[src/rtl/seq_lock_ctrl.sv]
// seq_lock_ctrl: two-button code-entry lock controller.
// Turns rising edges of the P1/P2 button levels into symbols and compares them
// with a programmable code register. Repeated failures trigger a timed lockout,
// and a correct entry produces a fixed-length unlock strobe.
// Optional build macro SEQ_LOCK_TIMEOUT_EN adds an inactivity timeout that
// abandons a partially entered code.
module seq_lock_ctrl #(
    parameter int                     CODE_LEN    = 4,
    parameter logic [CODE_LEN-1:0]    CODE        = 4'b1101,
    parameter int                     MAX_FAIL    = 3,
    parameter int                     HOLD_CYCLES = 8,
    parameter int                     LOCK_CYCLES = 32
`ifdef SEQ_LOCK_TIMEOUT_EN
    ,
    parameter int                     TIMEOUT_CYCLES = 64
`endif
) (
    input  logic                              clk,
    input  logic                              reset,
    input  logic                              p1,
    input  logic                              p2,
    input  logic                              prog_we,
    input  logic [CODE_LEN-1:0]               prog_code,
    output logic                              unlock,
    output logic                              locked_out,
    output logic                              busy,
    output logic [$clog2(CODE_LEN+1)-1:0]     entry_idx,
    output logic [$clog2(MAX_FAIL+1)-1:0]     fail_cnt
);

    localparam int IW   = $clog2(CODE_LEN + 1);
    localparam int FW   = $clog2(MAX_FAIL + 1);
    localparam int TMAX = (HOLD_CYCLES > LOCK_CYCLES) ? HOLD_CYCLES : LOCK_CYCLES;
    localparam int TW   = $clog2(TMAX + 1);
`ifdef SEQ_LOCK_TIMEOUT_EN
    localparam int GW   = $clog2(TIMEOUT_CYCLES + 1);
`endif

    typedef enum logic [1:0] {IDLE, ENTER, UNLOCK, LOCKOUT} state_t;

    state_t                state_q, state_d;
    logic                  p1_q, p2_q;
    logic [CODE_LEN-1:0]   code_q, code_d;
    logic [IW-1:0]         entryIdx_q, entryIdx_d;
    logic [FW-1:0]         failCnt_q, failCnt_d;
    logic                  err_q, err_d;
    logic [TW-1:0]         timer_q, timer_d;
    logic                  unlock_q, lockedOut_q, busy_q;
`ifdef SEQ_LOCK_TIMEOUT_EN
    logic [GW-1:0]         gap_q, gap_d;
`endif

    logic ev1, ev2, symEv, codeBit, mismatch;
    logic finish, errFinal;

    // A press in both buttons at once is an invalid symbol and never matches.
    assign ev1      = p1 & ~p1_q;
    assign ev2      = p2 & ~p2_q;
    assign symEv    = ev1 | ev2;
    assign codeBit  = |(code_q & (CODE_LEN'(1) << entryIdx_q));
    assign mismatch = (ev1 & ev2) | (ev1 != codeBit);

    // Next-state and counter logic; an attempt that consumes its final symbol raises finish.
    always_comb begin
        state_d    = state_q;
        code_d     = code_q;
        entryIdx_d = entryIdx_q;
        failCnt_d  = failCnt_q;
        err_d      = err_q;
        timer_d    = timer_q;
        finish     = 1'b0;
        errFinal   = 1'b0;
`ifdef SEQ_LOCK_TIMEOUT_EN
        gap_d      = gap_q;
`endif
        case (state_q)
            IDLE: begin
                timer_d = '0;
                if (symEv) begin
`ifdef SEQ_LOCK_TIMEOUT_EN
                    gap_d = '0;
`endif
                    if (CODE_LEN == 1) begin
                        finish   = 1'b1;
                        errFinal = mismatch;
                    end else begin
                        state_d    = ENTER;
                        entryIdx_d = IW'(1);
                        err_d      = mismatch;
                    end
                end else if (prog_we) begin
                    code_d = prog_code;
                end
            end
            ENTER: begin
                if (symEv) begin
`ifdef SEQ_LOCK_TIMEOUT_EN
                    gap_d = '0;
`endif
                    if (entryIdx_q == IW'(CODE_LEN - 1)) begin
                        finish   = 1'b1;
                        errFinal = err_q | mismatch;
                    end else begin
                        entryIdx_d = entryIdx_q + IW'(1);
                        err_d      = err_q | mismatch;
                    end
                end
`ifdef SEQ_LOCK_TIMEOUT_EN
                else if (gap_q == GW'(TIMEOUT_CYCLES - 1)) begin
                    state_d    = IDLE;
                    entryIdx_d = '0;
                    err_d      = 1'b0;
                    gap_d      = '0;
                end else begin
                    gap_d = gap_q + GW'(1);
                end
`endif
            end
            UNLOCK: begin
                if (timer_q == TW'(HOLD_CYCLES - 1)) begin
                    state_d = IDLE;
                    timer_d = '0;
                end else begin
                    timer_d = timer_q + TW'(1);
                end
            end
            LOCKOUT: begin
                if (timer_q == TW'(LOCK_CYCLES - 1)) begin
                    state_d   = IDLE;
                    timer_d   = '0;
                    failCnt_d = '0;
                end else begin
                    timer_d = timer_q + TW'(1);
                end
            end
            default: state_d = IDLE;
        endcase

        if (finish) begin
            entryIdx_d = '0;
            err_d      = 1'b0;
            timer_d    = '0;
            if (!errFinal) begin
                state_d   = UNLOCK;
                failCnt_d = '0;
            end else if (int'(failCnt_q) + 1 == MAX_FAIL) begin
                state_d   = LOCKOUT;
                failCnt_d = FW'(MAX_FAIL);
            end else begin
                state_d   = IDLE;
                failCnt_d = failCnt_q + FW'(1);
            end
        end
    end

    // State, counters and registered Moore outputs; previous button levels reset high.
    always_ff @(posedge clk or posedge reset) begin
        if (reset) begin
            state_q     <= IDLE;
            p1_q        <= 1'b1;
            p2_q        <= 1'b1;
            code_q      <= CODE;
            entryIdx_q  <= '0;
            failCnt_q   <= '0;
            err_q       <= 1'b0;
            timer_q     <= '0;
            unlock_q    <= 1'b0;
            lockedOut_q <= 1'b0;
            busy_q      <= 1'b0;
`ifdef SEQ_LOCK_TIMEOUT_EN
            gap_q       <= '0;
`endif
        end else begin
            state_q     <= state_d;
            p1_q        <= p1;
            p2_q        <= p2;
            code_q      <= code_d;
            entryIdx_q  <= entryIdx_d;
            failCnt_q   <= failCnt_d;
            err_q       <= err_d;
            timer_q     <= timer_d;
            unlock_q    <= (state_d == UNLOCK);
            lockedOut_q <= (state_d == LOCKOUT);
            busy_q      <= (state_d != IDLE);
`ifdef SEQ_LOCK_TIMEOUT_EN
            gap_q       <= gap_d;
`endif
        end
    end

    assign unlock     = unlock_q;
    assign locked_out = lockedOut_q;
    assign busy       = busy_q;
    assign entry_idx  = entryIdx_q;
    assign fail_cnt   = failCnt_q;

endmodule

[config.mk]
export PLATFORM = sky130hd
export DESIGN_NAME = seq_lock_ctrl
export DESIGN_NICKNAME = d
export VERILOG_FILES = /design/src/rtl/seq_lock_ctrl.sv
export SDC_FILE = /design/constraint.sdc
export NUM_CORES = 1
export LEC_CHECK = 0
export ABC_AREA = 0
export CAP_MARGIN = 20
export CORE_ASPECT_RATIO = 0.9
export CORE_MARGIN = 8
export CORE_UTILIZATION = 25
export CTS_CLUSTER_SIZE = 16
export DETAILED_ROUTE_END_ITERATION = 7
export GPL_TIMING_DRIVEN = 1
export SETUP_SLACK_MARGIN = 0.1
export SYNTH_ARGS = -nofsm -noshare
export SYNTH_HDL_FRONTEND = slang
export SYNTH_SLANG_ARGS = --single-unit
[constraint.sdc]
create_clock -name clk -period 4.1 [get_ports clk]
set_clock_uncertainty 0.1 [all_clocks]
set_input_delay 1.23 -clock clk [delete_from_list [all_inputs] [get_ports clk]]
set_output_delay 1.23 -clock clk [all_outputs]
set_load 0.05 [all_outputs]
# Yosys cells after proc, flatten, opt, wreduce, memory -nomap -nowiden
# Cells that the tools add are included.
# totals
regBits	23
input_bits	9
output_inout_bits	8
elab_cells	81
# op_classes
n_addsub	4
eq_ne	13
n_shift	1
muxes	32
n_bitwise	10
n_reduce_logical	10
# ops
cell	n
2-to-1 mux 2 bit	11
2-to-1 mux 6 bit	3
case mux 6 bit (3 select lines)	1
2-to-1 mux 3 bit	4
2-to-1 mux 1 bit	10
inequality test 3 bit (second input constant)	3
equality test 2 bit (second input constant)	4
adder 6 x 1 -> 6 bit (second input constant)	1
equality test 3 x 2 -> 1 bit (second input constant)	2
equality test 6 x 3 -> 1 bit (second input constant)	1
equality test 6 x 5 -> 1 bit (second input constant)	1
case mux 2 bit (3 select lines)	1
case mux 3 bit (2 select lines)	1
nonzero test 2 bit	3
AND 4 bit	1
AND reduction 4 bit	1
nonzero test 4 bit	1
OR reduction 4 bit	1
<< shifter 1 x 3 -> 4 bit (first input constant)	1
adder 2 x 1 -> 3 bit (second input constant)	1
adder 3 x 1 -> 3 bit (second input constant)	1
AND 1 bit	3
NOT 1 bit	3
OR 1 bit	3
8 further kinds	8

# Depth between registers and ports, before layout
# Gate-level depths: netlist (run 1).
# logic_depth
depth_word	12
ltp_mapped	8
depth_no_buf	7

# Least setup slack after synthesis (run 1)
# OpenSTA, ideal clock, no wires.
# synth_path
path_type	reg2reg
startpoint	register entryIdx_q[0] (netlist: entry_idx[0])
endpoint	register failCnt_q[0] (netlist: fail_cnt[0])
setup_ns	0.122
arrival_time_ns	2.164
required_time_ns	3.878
slack_ns	1.714
stages_incl_launch_ff	9
n_path_buf	1
synth_period_minus_slack_ns	2.386
path_cell_list	dfrtp_1 inv_1 ha_1 a222oi_1 o21ai_1 mux2i_1 or2_1 buf_4 a32o_1
# synth_between
elab_chain_len	11
word_cells_on_any_way	18
classes_between	eq/ne (2); shift (1); mux (8); bitwise (3); reduce/logical (4)
# synth_rtl
element	line_no	rtl
from (decl)	44	logic [IW-1:0] entryIdx_q, entryIdx_d;
from (signal assigned)	178	entryIdx_q <= entryIdx_d;
<< shifter 1 x 3 -> 4 bit	60	assign codeBit = |(code_q & (CODE_LEN'(1) << entryIdx_q));
AND 4 bit	60	
OR reduction 4 bit	60	
inequality test 1 bit	61	assign mismatch = (ev1 & ev2) | (ev1 != codeBit);
OR 1 bit	61	
OR 1 bit	102	errFinal = err_q | mismatch;
2-to-1 mux 1 bit	100	if (entryIdx_q == IW'(CODE_LEN - 1)) begin
2-to-1 mux 1 bit	96	if (symEv) begin
2-to-1 mux 1 bit	76	case (state_q)
2-to-1 mux 2 bit	143	if (!errFinal) begin
2-to-1 mux 2 bit	139	if (finish) begin
to (signal assigned)	179	failCnt_q <= failCnt_d;
to (decl)	45	logic [FW-1:0] failCnt_q, failCnt_d;
# Several ways; a longest one is shown, not always the timed one.
# A chain may end at the register's enable or synchronous reset.

# Worst setup path in the final report (run 1)
# layout_path
startpoint	register entryIdx_q[0] (netlist: entry_idx[0])
endpoint	output entry_idx[0]
# layout_lines
element	line_no	rtl
to (decl)	27	output logic [$clog2(CODE_LEN+1)-1:0] entry_idx,
# No word-level cell between the ends.

==> impl_metrics.json, run 1 <==
{
  "grt_first_pass_wirelength_microns": 4530,
  "synth_edf_count": 0,
  "cts_max_path_buffers": 2,
  "end_kind": "primary output",
  "antenna_found_initial": 0,
  "path_delay_family": "buffers and inverters",
  "numCtsBuffers": 3,
  "cts_resized": 0,
  "async_flop_share": 1.00,
  "drt-total-wl_microns": 2510,
  "worstMarginPinSlew_ns": 0.887,
  "h-tree-depth": 1,
  "period_needed_ns": 2.85,
  "grt_max_degree": 24,
  "diodes": 0,
  "finalSetupViolCount": 0,
  "synth_warnings": 0,
  "ant_nets": 0,
  "slowest_stage": "clkdlybuf4s50_1",
  "path_max_fanout": 5,
  "rr_worst_depth": 7,
  "syn-num-nets": 130,
  "worst_slack_ns": 1.25,
  "status": "complete, no violations",
  "critPathKind": "flip-flop to primary output",
  "min_from": "timer_q[1]$_DFFE_PP0P_",
  "critPathRequiredTime_ns": 2.77,
  "endpoint": "entry_idx[0]",
  "rsz0062_at_grt": "false",
  "timing.rr.start": "entry_idx[0]$_DFFE_PP0P_",
  "fin_crit_sh": 0.695,
  "worstHoldPathType": "flip-flop to flip-flop",
  "slew_headroom": 0.408,
  "ys.flop_type": "dfrtp_1",
  "ctsHoldBuffers": 0,
  "detail_route.vias_per_cell": 4.44,
  "slew_viol_final": 0,
  "drt_first_pass_iters": 4,
  "startpoint": "entry_idx[0]$_DFFE_PP0P_",
  "seq_area_frac_synth": 0.488,
  "slowest_delay_ns": 0.84,
  "rr_endpoint": "fail_cnt[0]$_DFFE_PP0P_",
  "multi_input_area_sq_um": 563,
  "reg2reg_slack_ns": 1.91,
  "grt_pass1_vias": 921,
  "grt_use_total": 0.0808,
  "post-place-ws_ns": 1.04,
  "register_area_sq_um": 582,
  "io_buffers": 16,
  "tns_ns": 0,
  "clkSinkCount": 23,
  "path_buf_inv": 1,
  "die_y_microns": 81.5,
  "hold_viol": 0,
  "coreArea_sq_mm": 0.00471,
  "row_count": 24,
  "synth_cells": 114,
  "synth.avg_cell_area_sq_um": 10.4,
  "cts-root-buf": "clkbuf_8",
  "fmaxAchievable_mhz": 351,
  "p_leak_nw": 0.591,
  "cts_setup_buffers": 0,
  "cts_tree": "built",
  "power_density_mw_per_mm2": 666,
  "drc": 0,
  "grt_overflow": 0,
  "cp_num_cells": 1,
  "ir_worst_vdd_uv": 279,
  "first_iter_violations": 63,
  "cap_viol_max_count": 0,
  "dieArea_sq_mm": 0.00723,
  "final_layout_size_suffix_gt1_frac": 0.137,
  "vias": 871,
  "die_w_microns": 88.8,
  "dp_hpwl_microns": 1840,
  "fill_cells": 489,
  "finalNetCount": 148,
  "cp.arrival_ns": 1.52,
  "gp_congestion": 0.727,
  "ios": 17,
  "synth-seq-cells": 23,
  "crit_chain": "clkdlybuf4s50_1",
  "syn-cell-area_sq_mm": 0.00119,
  "clkTransAtPathRegs_ns": 0.08,
  "clock_latency_ns": 0.26,
  "synth_cell_types": 37,
  "holdWs_ns": 0.429,
  "startpoint_type": "flip-flop",
  "initial_core_util": 0.253,
  "area_delta_synth_final_pct": 22.4,
  "wl_per_cell_microns": 12.8
}
==> layout make-up <==
cell class,instances,share of cell area
multi-input cells,82,0.386
well taps,65,0.0558
flip-flops and latches,23,0.399
repair buffers,17,0.115
clock buffers,4,0.0309
inverters,5,0.0129
==> how the worst min path moves through the flow <==
stage / to / slack (ns) / cells past startpoint
finish: timer_q[1]$_DFFE_PP0P_ / 0.43 / 2
global placement: timer_q[1]$_DFFE_PP0P_ / 0.39 / 2
CTS: timer_q[1]$_DFFE_PP0P_ / 0.43 / 2
floorplan: timer_q[1]$_DFFE_PP0P_ / 0.38 / 2
detailed placement: timer_q[1]$_DFFE_PP0P_ / 0.41 / 2
global route: code_q[1]$_DFFE_PP0P_ / 0.46 / 1
==> synthesized netlist by cell type (2+ instances only) <==
cell	number	area [sq um]
a31o_2	2	17.5
dfrtp_1	18	450
mux2_2	4	45.0
nand3_1	4	20.0
nor2_1	7	26.3
dfstp_2	5	131
ha_1	7	87.6
o21ai_0	10	50.1
mux2i_1	2	20.0
a21oi_1	7	35.0
nand4_1	2	12.5
nand2b_1	5	31.3
nor2b_1	4	25.0
nand2_1	10	37.5
inv_1	5	18.8
==> layer usage <==
layer	part of all wire	up-vias	GRT usage
li1	-	438	-
met1	0.48	422	0.104
met2	0.50	9	0.130
met3	0.0096	2	0.00600
met4	0.016	0	0.0506
met5	0	-	0
==> where the power goes <==
part           switching [mW]  internal (mW)  total [mW]  leakage (nW)
sequential             0.0880          0.320       0.408         0.275
combinational           0.249          0.174       0.422         0.294
clock                  0.0724         0.0693       0.142        0.0228
total                   0.409          0.562       0.972         0.591
==> registers in the layout, summed over array words and instances (netlist names) <==
signal / count
state_q: 2
p2_q: 1
timer_q: 6
p1_q: 1
code_q: 4
err_q: 1
locked_out: 1
unlock: 1
fail_cnt: 2
entry_idx: 3
busy: 1
==> stage by stage <==
stage	util	std cells	instance area [sq um]	power, mW
floorplan	-	114	1190	0.718
global placement	0.300	192	1410	0.821
detailed placement	0.300	192	1410	0.838
CTS	0.309	196	1460	0.983
global route	0.309	196	1460	1.06
finish	0.309	196	1460	0.972
==> worst reg2reg max path: stages, from the launching register on <==
cell	delay, ns
dfrtp_1	0.42
inv_1	0.09
ha_1	0.20
a222oi_1	0.36
o21ai_1	0.12
mux2i_1	0.17
or2_1	0.33
a32o_1	0.29
==> placed cells by master, fill, tap and decap left out, types with 2 or more instances in the layout <==
| master | count |
|---|---|
| clkdlybuf4s50_1 | 16 |
| dfrtp_1 | 18 |
| inv_1 | 5 |
| clkbuf_8 | 3 |
| nand4_1 | 2 |
| a21oi_1 | 7 |
| mux2_2 | 4 |
| mux2i_1 | 2 |
| o21ai_0 | 10 |
| nor2b_1 | 4 |
| nand2_1 | 10 |
| ha_1 | 7 |
| dfstp_2 | 5 |
| a31o_2 | 2 |
| nand3_1 | 4 |
| nor2_1 | 7 |
| nand2b_1 | 5 |
==> logic make-up after synthesis <==
logic type | share of synthesized area
flops | 0.488
buf+inv | 0.0389
simple gates | 0.176
mux | 0.0546
compound gates | 0.168
fa+ha+maj | 0.0735
No activity file was read; power rests on OpenSTA's default activity.
==> inputs of run 2 (changes only) <==
==> constraint.sdc (replaced) <==
create_clock -name clk -period 2.6 [get_ports clk]
set_clock_uncertainty 0.1 [all_clocks]
set_input_delay 0.78 -clock clk [delete_from_list [all_inputs] [get_ports clk]]
set_output_delay 0.78 -clock clk [all_outputs]
set_load 0.05 [all_outputs]
==> impl_metrics.json, run 2 (synthesis results as in run 1) <==
{
  "endpoint": "entry_idx[0]",
  "fill_cells": 487,
  "final_common_cell": "dfrtp_1",
  "clkTransAtPathRegs_ns": 0.08,
  "slowest_delay_ns": 0.83,
  "rr_endpoint": "fail_cnt[0]$_DFFE_PP0P_",
  "area_delta_synth_final_pct": 24.3,
  "fmaxAchievable_mhz": 419,
  "numCtsBuffers": 3,
  "startpoint_type": "flip-flop",
  "clock_latency_ns": 0.26,
  "vias": 922,
  "largest_register_ffs": 6,
  "slew_viol_final": 0,
  "slowest_stage": "clkdlybuf4s50_1",
  "gp_congestion": 0.759,
  "cts_resized": 0,
  "critPathRequiredTime_ns": 1.72,
  "startpoint": "entry_idx[0]$_DFFE_PP0P_",
  "ctsHoldBuffers": 0,
  "cts_max_path_buffers": 2,
  "reg2reg_slack_ns": 0.44,
  "final_layout_size_suffix_gt1_frac": 0.157,
  "cp.arrival_ns": 1.51,
  "rsz0062_at_grt": "false",
  "ir_worst_vdd_uv": 498,
  "grt_pass1_vias": 940,
  "path_max_fanout": 5,
  "finalSetupViolCount": 0,
  "dieArea_sq_mm": 0.00723,
  "cts_setup_buffers": 0,
  "status": "complete, no violations",
  "final_cell_mix": "18 x dfrtp_1, 16 x clkdlybuf4s50_1, 10 x nand2_1, 10 x o21ai_0",
  "grt_max_degree": 24,
  "p_leak_nw": 0.607,
  "detail_route.vias_per_cell": 4.63,
  "end_kind": "primary output",
  "fin_crit_sh": 0.919,
  "hold_depth": 1,
  "use_met1": 0.0891,
  "antenna_found_initial": 0,
  "ant_nets": 0,
  "cap_viol_max_count": 0,
  "path_buf_inv": 1,
  "first_iter_violations": 79,
  "rr_worst_depth": 7,
  "power_density_mw_per_mm2": 1050,
  "tns_ns": 0,
  "path_delay_family": "buffers and inverters",
  "row_count": 24,
  "h-tree-depth": 1,
  "ios": 17,
  "crit_chain": "clkdlybuf4s50_1",
  "hold_viol": 0,
  "largest-register": "timer_q",
  "cts-root-buf": "clkbuf_8",
  "drt-total-wl_microns": 2540,
  "wl_per_cell_microns": 12.7,
  "dp_hpwl_microns": 1950,
  "grt_first_pass_wirelength_microns": 4390,
  "drc": 0,
  "drt_first_pass_iters": 4,
  "grt_overflow": 0,
  "initial_core_util": 0.253,
  "timing.rr.start": "entry_idx[0]$_DFFE_PP0P_",
  "die_y_microns": 81.5,
  "die_w_microns": 88.8,
  "finalNetCount": 151,
  "slew_headroom": 0.661,
  "worstHoldPathType": "flip-flop to flip-flop",
  "critPathKind": "flip-flop to primary output",
  "diodes": 0,
  "top_usage_layer": "met2",
  "final_util": 0.314,
  "gr-usage-met3": 0.0100,
  "cts_tree": "built",
  "period_needed_ns": 2.39,
  "grt_use_total": 0.0763,
  "clkSinkCount": 23,
  "io_buffers": 16,
  "grt_use_met2": 0.132,
  "coreArea_sq_mm": 0.00471,
  "cp_num_cells": 1,
  "worstMarginPinSlew_ns": 0.506
}
[run 2: cell count changes in the layout (fill, tap and decap cells not counted), sizes merged]
cell  delta
buf      +3
[run 2: how the worst min path moves through the flow]
stage                                start                     end  slack [ns]
CTS                  code_q[1]$_DFFE_PP0P_   code_q[1]$_DFFE_PP0P_        0.42
global placement    timer_q[1]$_DFFE_PP0P_  timer_q[1]$_DFFE_PP0P_        0.39
floorplan           timer_q[1]$_DFFE_PP0P_  timer_q[1]$_DFFE_PP0P_        0.38
detailed placement   code_q[1]$_DFFE_PP0P_   code_q[1]$_DFFE_PP0P_        0.40
global route         code_q[1]$_DFFE_PP0P_   code_q[1]$_DFFE_PP0P_        0.45
finish               code_q[1]$_DFFE_PP0P_   code_q[1]$_DFFE_PP0P_        0.42
[run 2: worst reg2reg max path, stage by stage (launching register included)]
cell,delay [ns]
dfrtp_1,0.42
inv_1,0.10
ha_1,0.21
a222oi_1,0.34
o21ai_1,0.12
mux2i_1,0.16
or2_1,0.31
a32o_1,0.29
[run 2: routing by layer]
metal | vias up | part of all wire
met4 | 0 | 0.014
met2 | 18 | 0.51
met5 | - | 0
met1 | 455 | 0.44
li1 | 447 | -
met3 | 2 | 0.030
[run 2: power breakdown]
part	leakage [nW]	switching [mW]	internal, mW
clock network	0.0228	0.109	0.109
logic	0.309	0.399	0.287
registers	0.275	0.143	0.504
[run 2: cell type report]
type / instances / area (sq um) / area share
tap: 65 / 81.3 / 0.0549
clock buffer: 4 / 45.0 / 0.0304
inverter: 5 / 18.8 / 0.0127
multi-input combinational: 82 / 563 / 0.380
sequential: 23 / 582 / 0.393
timing repair buffer: 20 / 190 / 0.128
[run 2: stage by stage]
stage / area [sq um] / setup slack [ns] / hold WS (ns) / instances / total power, mW
global route: 1480 / 0.152 / 0.451 / 199 / 1.66
detailed placement: 1440 / 0.0972 / 0.405 / 195 / 1.34
finish: 1480 / 0.212 / 0.420 / 199 / 1.55
floorplan: 1190 / 0.214 / 0.376 / 114 / 1.13
global placement: 1440 / 0.141 / 0.388 / 195 / 1.31
CTS: 1480 / 0.196 / 0.422 / 199 / 1.56
==> inputs of run 3 (changes only) <==
--- a/config.mk
+++ b/config.mk
@@ -12,6 +12,7 @@
 export CORE_UTILIZATION = 25
 export CTS_CLUSTER_SIZE = 16
 export DETAILED_ROUTE_END_ITERATION = 7
+export DONT_BUFFER_PORTS = 1
 export GPL_TIMING_DRIVEN = 1
 export SETUP_SLACK_MARGIN = 0.1
 export SYNTH_ARGS = -nofsm -noshare
==> impl_metrics.json, run 3 (synthesis results as in run 1) <==
{
  "cts_resized": 0,
  "critPathRequiredTime_ns": 2.66,
  "grt_max_degree": 24,
  "ios": 17,
  "ctsHoldBuffers": 0,
  "status": "complete, no violations",
  "grt_overflow": 0,
  "timing.rr.start": "entry_idx[0]$_DFFE_PP0P_",
  "critPathKind": "flip-flop to flip-flop",
  "post-place-ws_ns": 0.493,
  "die_w_microns": 88.8,
  "drt-total-wl_microns": 2400,
  "clkSinkCount": 23,
  "tns_ns": 0,
  "dp_hpwl_microns": 1810,
  "coreArea_sq_mm": 0.00471,
  "io_buffers": 0,
  "vias": 835,
  "endpoint": "fail_cnt[0]$_DFFE_PP0P_",
  "clkTransAtPathRegs_ns": 0.08,
  "cts_setup_buffers": 0,
  "grt_pass1_vias": 840,
  "final_common_cell": "dfrtp_1",
  "row_count": 24,
  "fin_crit_sh": 0.815,
  "worstMarginPinSlew_ns": 0.865,
  "area_delta_synth_final_pct": 10.9,
  "numCtsBuffers": 3,
  "rsz0062_at_grt": "false",
  "wl_per_cell_microns": 13.1,
  "startpoint_type": "flip-flop",
  "reg2reg_slack_ns": 0.48,
  "grt_use_total": 0.0729,
  "slew_headroom": 0.423,
  "min_from": "p2",
  "cp.arrival_ns": 2.18,
  "end_kind": "flip-flop",
  "largest-register": "timer_q",
  "worst_slack_ns": 0.481,
  "ant_nets": 0,
  "rr_endpoint": "fail_cnt[0]$_DFFE_PP0P_",
  "hold_viol": 0,
  "gp_congestion": 0.770,
  "cap_viol_max_count": 0,
  "period_needed_ns": 2.12,
  "drc": 0,
  "finalSetupViolCount": 0,
  "dieArea_sq_mm": 0.00723,
  "detail_route.vias_per_cell": 4.56,
  "final_layout_size_suffix_gt1_frac": 0.186,
  "fmaxAchievable_mhz": 472,
  "cts_max_path_buffers": 2,
  "power_density_mw_per_mm2": 1120,
  "path_max_fanout": 7,
  "largest_register_ffs": 6,
  "drt_first_pass_iters": 4,
  "worstHoldPathType": "input pin to flip-flop",
  "p_leak_nw": 0.549,
  "finalNetCount": 135,
  "slew_viol_final": 0,
  "grt_first_pass_wirelength_microns": 4170,
  "initial_core_util": 0.253,
  "h-tree-depth": 1,
  "rr_worst_depth": 7,
  "first_iter_violations": 73,
  "diodes": 0,
  "antenna_found_initial": 0,
  "die_y_microns": 81.5,
  "cts_tree": "built",
  "final_cell_mix": "18 x dfrtp_1, 10 x nand2_1, 10 x o21ai_0",
  "startpoint": "entry_idx[0]$_DFFE_PP0P_",
  "cts-root-buf": "clkbuf_8",
  "finalPower_mw": 1.47,
  "ir_worst_vdd_uv": 474,
  "clock_latency_ns": 0.26
}
[run 3: critical path: stages (launching register included)]
cell	delay [ns]
dfrtp_1	0.41
inv_1	0.09
ha_1	0.21
a222oi_1	0.33
o21ai_1	0.11
mux2i_1	0.16
or2_1	0.32
a32o_1	0.29
[run 3: area by class of cell]
| type | instances | area [sq um] |
|---|---|---|
| clock inverters | 1 | 5.00 |
| repair buffers | 4 | 30.0 |
| clock buffers | 3 | 41.3 |
| multi-input cells | 82 | 563 |
| inverters | 5 | 18.8 |
| flip-flops and latches | 23 | 582 |
| fillers | 496 | 3390 |
| well taps | 65 | 81.3 |
[run 3: worst min path at each step]
stage / end / slack (ns) / depth (start not counted)
after floorplan: timer_q[1]$_DFFE_PP0P_ / 0.38 / 2
after global placement: timer_q[1]$_DFFE_PP0P_ / 0.40 / 2
after detailed placement: code_q[1]$_DFFE_PP0P_ / 0.41 / 1
after CTS: p1_q$_DFF_PP1_ / 0.40 / 0
after global routing: p2_q$_DFF_PP1_ / 0.39 / 0
final: p2_q$_DFF_PP1_ / 0.41 / 0
[run 3: per-stage QoR]
stage	cell area (sq um)	std cells	util	hold slack, ns
3_5_place_dp	1270	179	0.270	0.406
4_1_cts	1320	183	0.280	0.402
5_1_grt	1320	183	0.280	0.388
2_1_floorplan	1190	114	-	0.376
3_3_place_gp	1270	179	0.270	0.395
6_report	1320	183	0.280	0.408
[run 3: layer usage]
layer,track usage,wire length [microns]
met3,0.0210,74
met1,0.0853,1080
met2,0.120,1230
met4,0.0354,21
met5,0,0
[run 3: where the power goes]
part	switching [mW]	internal [mW]
combinational	0.300	0.221
sequential	0.228	0.503
clock	0.115	0.107
